### config.mk
export PLATFORM = sky130hd
export DESIGN_NAME = alu_accum_seq_flat
export DESIGN_NICKNAME = d
export VERILOG_FILES = /design/src/rtl/alu_accum_seq_if.sv /design/src/rtl/alu_accum_seq.sv /design/src/flat_wrapper.sv
export SDC_FILE = /design/constraint.sdc
export NUM_CORES = 1
export LEC_CHECK = 0
export ABC_AREA = 1
export BUFFER_PORTS_ARGS = -buffer_cell sky130_fd_sc_hd__clkbuf_2
export CAP_MARGIN = 25
export CORE_MARGIN = 1.5
export CORE_UTILIZATION = 40
export DETAILED_ROUTE_END_ITERATION = 10
export REMOVE_ABC_BUFFERS = 1
export SETUP_SLACK_MARGIN = 0.2
export SYNTH_ARGS = -nofsm -noshare
export SYNTH_HDL_FRONTEND = slang
export SYNTH_SLANG_ARGS = --single-unit
export TNS_END_PERCENT = 100
### constraint.sdc
create_clock -name clk -period 2.95 [get_ports clk]
set_clock_uncertainty 0.05 [all_clocks]
set_input_delay 0.4425 -clock clk [delete_from_list [all_inputs] [get_ports clk]]
set_output_delay 0.4425 -clock clk [all_outputs]
set_load 0.005 [all_outputs]
### src/rtl/alu_accum_seq_if.sv
// alu_accum_seq_if
//   Bundles the operation handshake, load path, error clear and status
//   outputs of alu_accum_seq. The master side (the requester) drives the
//   controls and operands; the slave side (the ALU) drives the status.
//   en           power enable (level)
//   load         load load_val into the accumulator
//   load_val     load value
//   op_valid     operation request
//   op_ready     ALU can accept an operation this cycle
//   opcode       0 AND, 1 OR, 2 XOR, 3 NOT, 4 ADD, 5 SUB, 6 MUL, 7 CLR
//   operand      second operand, sampled at acceptance
//   clr_err      leave ERROR state
//   acc          registered accumulator
//   result_valid one-cycle pulse after each completed operation
//   overflow     overflow flag of the last completed operation
//   state        00 OFF, 01 READY, 10 RUN, 11 ERROR
interface alu_accum_seq_if #(
  parameter int WIDTH = 8
);
  logic             en;
  logic             load;
  logic [WIDTH-1:0] load_val;
  logic             op_valid;
  logic             op_ready;
  logic [2:0]       opcode;
  logic [WIDTH-1:0] operand;
  logic             clr_err;
  logic [WIDTH-1:0] acc;
  logic             result_valid;
  logic             overflow;
  logic [1:0]       state;

  modport master (
    output en, load, load_val, op_valid, opcode, operand, clr_err,
    input  op_ready, acc, result_valid, overflow, state
  );

  modport slave (
    input  en, load, load_val, op_valid, opcode, operand, clr_err,
    output op_ready, acc, result_valid, overflow, state
  );
endinterface

### src/rtl/alu_accum_seq.sv
// alu_accum_seq
//   WIDTH-generic accumulator ALU. Holds a running accumulator, accepts one
//   operation at a time against a supplied operand, runs MUL as a WIDTH-cycle
//   shift-add, and latches overflow into a sticky ERROR state released only
//   by clr_err. Dropping en returns to OFF and clears acc/overflow.
//   clk  rising-edge clock
//   rst  asynchronous active-high reset
//   bus  slave side of alu_accum_seq_if (handshake, operands, status)
module alu_accum_seq #(
  parameter int WIDTH = 8
) (
  input  logic          clk,
  input  logic          rst,
  alu_accum_seq_if.slave bus
);

  localparam logic [1:0] ST_OFF   = 2'b00;
  localparam logic [1:0] ST_READY = 2'b01;
  localparam logic [1:0] ST_RUN   = 2'b10;
  localparam logic [1:0] ST_ERROR = 2'b11;

  localparam logic [2:0] OP_MUL = 3'd6;

  localparam int CNT_W = $clog2(WIDTH + 1);
  localparam logic [CNT_W-1:0] CNT_INIT = CNT_W'(WIDTH);
  localparam logic [CNT_W-1:0] CNT_LAST = CNT_W'(1);

  logic [1:0]         stateQ;
  logic [WIDTH-1:0]   accQ;
  logic               ovfQ;
  logic               resultValidQ;
  logic [CNT_W-1:0]   cntQ;
  logic [2*WIDTH-1:0] mcandQ;
  logic [WIDTH-1:0]   mplierQ;
  logic [2*WIDTH-1:0] prodQ;

  logic               opReady;
  logic               accept;
  logic [WIDTH:0]     aluOut;
  logic [2*WIDTH-1:0] stepProd;

  // Single-cycle ops; MSB of the return value is the overflow flag.
  function automatic logic [WIDTH:0] aluOp(input logic [2:0] opc,
                                           input logic [WIDTH-1:0] a,
                                           input logic [WIDTH-1:0] b);
    logic [WIDTH:0] res;
    res = '0;
    case (opc)
      3'd0:    res = {1'b0, a & b};
      3'd1:    res = {1'b0, a | b};
      3'd2:    res = {1'b0, a ^ b};
      3'd3:    res = {1'b0, ~a};
      3'd4:    res = {1'b0, a} + {1'b0, b};
      // Borrow out of the extended subtraction lands in the MSB (a < b).
      3'd5:    res = {1'b0, a} - {1'b0, b};
      default: res = '0;
    endcase
    return res;
  endfunction

  assign opReady  = (stateQ == ST_READY) & ~bus.load & bus.en;
  assign accept   = bus.op_valid & opReady;
  assign aluOut   = aluOp(bus.opcode, accQ, bus.operand);
  assign stepProd = prodQ + (mplierQ[0] ? mcandQ : '0);

  always_ff @(posedge clk or posedge rst) begin
    if (rst) begin
      stateQ       <= ST_OFF;
      accQ         <= '0;
      ovfQ         <= 1'b0;
      resultValidQ <= 1'b0;
      cntQ         <= '0;
      mcandQ       <= '0;
      mplierQ      <= '0;
      prodQ        <= '0;
    end else if (!bus.en) begin
      // Power-down aborts any multiply in flight without a result pulse.
      stateQ       <= ST_OFF;
      accQ         <= '0;
      ovfQ         <= 1'b0;
      resultValidQ <= 1'b0;
      cntQ         <= '0;
      mcandQ       <= '0;
      mplierQ      <= '0;
      prodQ        <= '0;
    end else begin
      resultValidQ <= 1'b0;
      case (stateQ)
        ST_OFF: begin
          stateQ <= ST_READY;
        end
        ST_READY: begin
          if (bus.load) begin
            accQ <= bus.load_val;
          end else if (accept) begin
            if (bus.opcode == OP_MUL) begin
              mcandQ  <= {{WIDTH{1'b0}}, accQ};
              mplierQ <= bus.operand;
              prodQ   <= '0;
              cntQ    <= CNT_INIT;
              stateQ  <= ST_RUN;
            end else begin
              accQ         <= aluOut[WIDTH-1:0];
              ovfQ         <= aluOut[WIDTH];
              resultValidQ <= 1'b1;
              stateQ       <= aluOut[WIDTH] ? ST_ERROR : ST_READY;
            end
          end
        end
        ST_RUN: begin
          // One partial product per cycle, multiplier LSB first.
          prodQ   <= stepProd;
          mcandQ  <= mcandQ << 1;
          mplierQ <= mplierQ >> 1;
          cntQ    <= cntQ - 1'b1;
          if (cntQ == CNT_LAST) begin
            accQ         <= stepProd[WIDTH-1:0];
            ovfQ         <= |stepProd[2*WIDTH-1:WIDTH];
            resultValidQ <= 1'b1;
            stateQ       <= (|stepProd[2*WIDTH-1:WIDTH]) ? ST_ERROR : ST_READY;
          end
        end
        default: begin
          if (bus.clr_err) begin
            ovfQ   <= 1'b0;
            stateQ <= ST_READY;
          end
        end
      endcase
    end
  end

  assign bus.op_ready     = opReady;
  assign bus.acc          = accQ;
  assign bus.result_valid = resultValidQ;
  assign bus.overflow     = ovfQ;
  assign bus.state        = stateQ;

endmodule
### src/flat_wrapper.sv
// flat-port wrapper written by rule: the top's interface ports become plain ports
module alu_accum_seq_flat 
#(
  parameter int WIDTH = 8
)
  (clk, rst, bus_en, bus_load, bus_load_val, bus_op_valid, bus_opcode, bus_operand, bus_clr_err, bus_op_ready, bus_acc, bus_result_valid, bus_overflow, bus_state);
  alu_accum_seq_if #(.WIDTH(WIDTH)) bus_i ();
  input  logic clk;
  input  logic rst;
  input wire logic [$bits(bus_i.en)-1:0] bus_en;
  input wire logic [$bits(bus_i.load)-1:0] bus_load;
  input wire logic [$bits(bus_i.load_val)-1:0] bus_load_val;
  input wire logic [$bits(bus_i.op_valid)-1:0] bus_op_valid;
  input wire logic [$bits(bus_i.opcode)-1:0] bus_opcode;
  input wire logic [$bits(bus_i.operand)-1:0] bus_operand;
  input wire logic [$bits(bus_i.clr_err)-1:0] bus_clr_err;
  output wire logic [$bits(bus_i.op_ready)-1:0] bus_op_ready;
  output wire logic [$bits(bus_i.acc)-1:0] bus_acc;
  output wire logic [$bits(bus_i.result_valid)-1:0] bus_result_valid;
  output wire logic [$bits(bus_i.overflow)-1:0] bus_overflow;
  output wire logic [$bits(bus_i.state)-1:0] bus_state;
  assign bus_i.en = bus_en;
  assign bus_i.load = bus_load;
  assign bus_i.load_val = bus_load_val;
  assign bus_i.op_valid = bus_op_valid;
  assign bus_i.opcode = bus_opcode;
  assign bus_i.operand = bus_operand;
  assign bus_i.clr_err = bus_clr_err;
  assign bus_op_ready = bus_i.op_ready;
  assign bus_acc = bus_i.acc;
  assign bus_result_valid = bus_i.result_valid;
  assign bus_overflow = bus_i.overflow;
  assign bus_state = bus_i.state;
  alu_accum_seq #(.WIDTH(WIDTH)) u_core (.clk(clk), .rst(rst), .bus(bus_i));
endmodule
* After elaboration in Yosys (flattened, before gate mapping)
Cells that the tools add are included.
Word-level totals: register bits 56, bits of input ports 25, output and inout port bits 13, word-level logic and storage cells 97
Operators by class: add/sub/neg operators 4, equal/unequal tests 20, muxes and demuxes 50, bitwise gates (word level) 8, reductions and logical operators 7
Operators with widths (count):
- 16-bit 2-to-1 mux | 9
- 8-bit 2-to-1 mux | 9
- 16-bit one-hot mux with 2 select lines | 2
- 9-bit one-hot mux with 6 select lines | 1
- 8-bit one-hot mux with 2 select lines | 2
- 16-bit adder | 1
- 2-bit 2-to-1 mux | 8
- 4-bit 2-to-1 mux | 4
- 4-bit AND reduction | 3
- 1-bit 2-to-1 mux | 11
- 8-bit by 8-bit adder with 9-bit output | 1
- 3-bit == test, second input constant | 3
- 3-bit inequality test, second input constant | 3
- 8-bit by 8-bit subtractor with 9-bit output | 1
- 8-bit AND | 1
- 8-bit NOT | 1
- 8-bit bitwise OR | 1
- 4-bit one-hot mux with 2 select lines | 1
- 8-bit OR reduction | 1
- 8-bit bitwise XOR | 1
- 3-bit by 2-bit == test with 1-bit output, second input constant | 2
- 3-bit by 2-bit inequality test with 1-bit output, second input constant | 2
- 2-bit one-hot mux with 3 select lines | 1
- 6-bit AND reduction | 1
- 17 further kinds | 19

* Longest topological paths before layout
depth in word-level cells 8, gate-level depth with buffers 20, mapped depth without buffers 19

* Least setup slack after synthesis
No wires, ideal clock.
path type register to register, start register u_core.mplierQ[0], end register u_core.ovfQ, in the netlist u_core.bus.overflow, library setup time 116 ps, arrival time 2305 ps, setup slack 479 ps, cell stages (with the launch flop) 19, clock period less this slack 2471 ps, path through dfrtp_1 -> clkbuf_1 -> clkbuf_1 -> nand2_1 -> inv_1 -> ha_1 -> fa_1 -> nand3_1 -> nand3_1 -> nand2_1 -> nand3b_1 -> nand2_1 -> nand3_1 -> nor2_1 -> nand3_1 -> nand2_1 -> nand2_1 -> nand2_1 -> nand2_1
Between the ends: word-level cells in the longest chain between the ends 6
RTL lines:
- start: declaration | RTL line alu_accum_seq.sv:34 | logic [WIDTH-1:0] mplierQ;
- start signal: assignment | RTL line alu_accum_seq.sv:98 | mplierQ <= bus.operand;
- start signal: assignment | RTL line alu_accum_seq.sv:114 | mplierQ <= mplierQ >> 1;
- 16-bit 2-to-1 mux | RTL line alu_accum_seq.sv:64 | assign stepProd = prodQ + (mplierQ[0] ? mcandQ : '0);
- 16-bit adder | RTL line alu_accum_seq.sv:64
- 8-bit OR reduction | RTL line alu_accum_seq.sv:118 | ovfQ <= |stepProd[2*WIDTH-1:WIDTH];
- 1-bit 2-to-1 mux | RTL line alu_accum_seq.sv:116 | if (cntQ == CNT_LAST) begin
- 1-bit one-hot mux with 3 select lines | RTL line alu_accum_seq.sv:88 | case (stateQ)
- 1-bit 2-to-1 mux | RTL line alu_accum_seq.sv:76 | end else if (!bus.en) begin
- end signal: assignment | RTL line alu_accum_seq.sv:104 | ovfQ <= aluOut[WIDTH];
- end signal: assignment | RTL line alu_accum_seq.sv:118
- end: declaration | RTL line alu_accum_seq.sv:30 | logic ovfQ;
Every way passes these cells. The select of a mux whose other input is x is not followed. A chain may end at the register's enable or synchronous reset.

* Worst setup path in the final report
Same ends and word-level chain as after synthesis.

==> run_results.csv <==
group,metric,value,unit
status,run_status,"finished clean",
placed_design,dp_hpwl,10500,um
synth,ys_ff_latch,56,
floorplanning,initial_core_util,41.3,%
drt,dr.pass1.iters,4,
drt,wirelength,12900,um
synth,synth.top_cell.area_share,29.6,%
drt,wire_per_inst,14.5,um
synth,async_flop_share,100,%
synth,avgSynthCellArea,6.74,um^2
clock_tree,root_buffer,"clkbuf_16",
timing,timing.final.crit_share,86.3,%
floorplanning,rows,39,
synth,synthTopCellsByCount,"nand2_1, inv_1, dfrtp_1",
global_routing,grt.total_usage,21.6,%
pwr,power_leakage,0.00298,uW
clock_tree,cts.clk_slew.worst_paths,80,ps
job,drv_cap,0,
timing,rsz0062_at_grt,"yes",
synth,synth_edf_count,0,
floorplanning,die_width,112,um
critical_path,cpPeakStageDelay,430,ps
timing,final.setup.tns,0,ps
floorplanning,die_area,12500,um^2
layout,fillers,1161,
synth,ys_top_cells_by_area,"dfrtp_1, nand2_1, ha_1",
synth,synthesis.area,4740,um^2
critical_path,cpMostUsedCell,"nand2_1",
timing,drv_slew,0,
critical_path,required,3100,ps
synth,yosys.cell_types.count,39,
clock_tree,clkSinkCount,56,
critical_path,arrival,2700,ps
timing,fmax,0.393,GHz
drt,vias,4585,
floorplanning,io_pins,38,
timing,relSlewSlack,61.3,%
critical_path,path_cells,"buf_4 -> nand2_1 -> inv_1 -> ha_1 -> nand2_1 -> nand3_2 -> nand2_1 -> nand2_1 -> nand2_1 -> nand2_1 -> nand2_1 -> nand2_1 -> nor2_1 -> nand3_1 -> nand2_1 -> nand2_1 -> nand2_1 -> nand2_1",
layout,drive_gt1_share,12.7,%
placed_design,io_buffers,37,
critical_path,endpoint_kind,"flop",
timing,min_period,2550,ps
drt,drt_iter0_drc,239,
clock_tree,h-tree-depth,2,
clock_tree,post_cts_buffers,0,
synth,yosysMostFrequentCell,"nand2_1",
drt,drcViolationCount,0,
global_routing,grt_pass1_vias,4572,
critical_path,rrSetupSlack,400,ps
global_routing,grt_start_max_net_pins,29,
drt,vias_per_cell,5.16,
critical_path,start_kind,"flop",
global_routing,grt_pass1_wl,22000,um
timing,setup_viol,0,
drt,ant_nets,0,
layout,diodes,0,
synth,yosysWarnings,0,
pwr,p_per_area,541,nW/um^2
synth,synth.largest_area_cell,"dfrtp_1",
timing,finalHoldViolations,0,
synth,synth_ff_type,"dfrtp_1",
critical_path,critPathKind,"reg2reg",
clock_tree,clockBufferDepth,2,
synth,seq_area_frac_synth,29.6,%
layout,final_cells,889,
synth,synthCells,703,
layout,fin_nets,817,
min_path,hp-class,"in2reg",
clock_tree,numCtsBuffers,5,
timing,worst_pin_slew,578,ps
floorplanning,die_h,112,um
critical_path,cp_slowest_cell,"dfrtp_1",
global_routing,antenna_found_initial,0,
floorplanning,core_area,11500,um^2
layout,area_delta_synth_final,12.7,%
placed_design,gp_congestion,0.904,
global_routing,globalRouteOverflowTotal,0,
pwr,vdd_ir_drop_max,0.364,mV
placed_design,placedCellCount,880,
clock_tree,clk_latency,300,ps
critical_path,critPathMaxFanout,15,
clock_tree,tritoncts,"built",
worst paths after layout:
| kind | start | endpoint | cells after the start |
|---|---|---|---|
| max reg2reg | u_core.mplierQ[0] | u_core.bus.overflow | 18 |
| min reg2reg | u_core.bus.overflow | u_core.bus.overflow | 2 |
| min | bus_operand[7] | u_core.mplierQ[7] | 3 |
| min in group asynchronous | rst | u_core.mplierQ[1] | 3 |
| max | u_core.mplierQ[0] | u_core.bus.overflow | 18 |
| max in group asynchronous | rst | u_core.prodQ[1] | 4 |
flip-flops by register name, summed over array words and instances (netlist names):
signal,flops
u_core.bus.overflow,1
u_core.bus.result_valid,1
u_core.bus.state,2
u_core.bus.acc,8
u_core.mplierQ,8
u_core.prodQ,16
u_core.cntQ,4
u_core.mcandQ,16
through the flow:
step	utilization (%)	area [um^2]	hold WS, ps	total power (uW)	setup slack, ps
floorplan	-	4670	403	1850	412
global placement	44.5	5100	275	2240	71.9
detailed placement	44.5	5100	281	2270	65.5
CTS	45.9	5270	432	2900	299
global route	46.6	5340	470	3140	179
finish	46.6	5340	436	2890	405
power breakdown:
group          internal (uW)  switching, uW  total [uW]
Sequential               916            151        1070
Clock                    322            298         620
Combinational            417            783        1200
Total                   1650           1230        2890
what timing repair did:
| action | 4_1_cts | 5_1_grt |
|---|---|---|
| hold buffers | 1 | 0 |
| setup endpoints to repair | 0 | 4 |
| resized for setup | 0 | 19 |
| hold endpoints to repair | 6 | 0 |
per-layer routing:
metal	up-vias	part of all wire [%]	global-route usage, %
met4	0	2.1	7.34
li1	2345	-	-
met1	2139	45	27.5
met5	-	0	0
met2	83	49	38.0
met3	18	3.3	2.45
worst max-delay path, delay by kind of cell, from the launching register on:
kind / cells / cell delay, ps
adder cells (fa/ha/maj): 1 / 370
buffers and inverters: 2 / 250
AND/OR/NAND/NOR: 15 / 1330
flip-flops: 1 / 430
area by class of cell:
type	count	area (um^2)	area share (%)
Clock inverter	3	25.0	0.469
Tap cell	143	179	3.35
Timing Repair Buffer	48	270	5.06
Inverter	130	488	9.14
Multi-Input combinational cell	504	2850	53.4
Clock buffer	5	125	2.34
Sequential cell	56	1400	26.2
cell families (layout without fill, tap and decap cells):
family                   after synthesis  after routing  share of synthesized area [%]
buffers and inverters                143            186                           11.8
adder cells (fa/ha/maj)               47             47                           12.7
AO/OA/AOI/OAI                        121            121                           15.0
AND/OR/NAND/NOR                      329            329                           29.6
XOR/XNOR                               7              7                           1.29
flip-flops                            56             56                           29.6
cells in the final DEF, fill, tap and decap left out, types with 3 or more instances in the layout:
cell / n
o21ai_1: 21
a22oi_1: 7
inv_1: 121
nand4_1: 7
nand2_2: 4
clkbuf_2: 37
o22ai_1: 16
nand3_2: 4
dfrtp_1: 56
nor2_2: 6
xor2_1: 7
nand2_1: 216
nor3_2: 4
o211ai_1: 3
nand3_1: 38
ha_1: 42
or2_2: 4
buf_4: 10
nor2_1: 35
clkbuf_16: 5
o221ai_1: 4
and2_1: 3
o21ai_0: 35
a22o_1: 5
a21oi_1: 19
inv_2: 8
(Power assumes the default switching activity.)
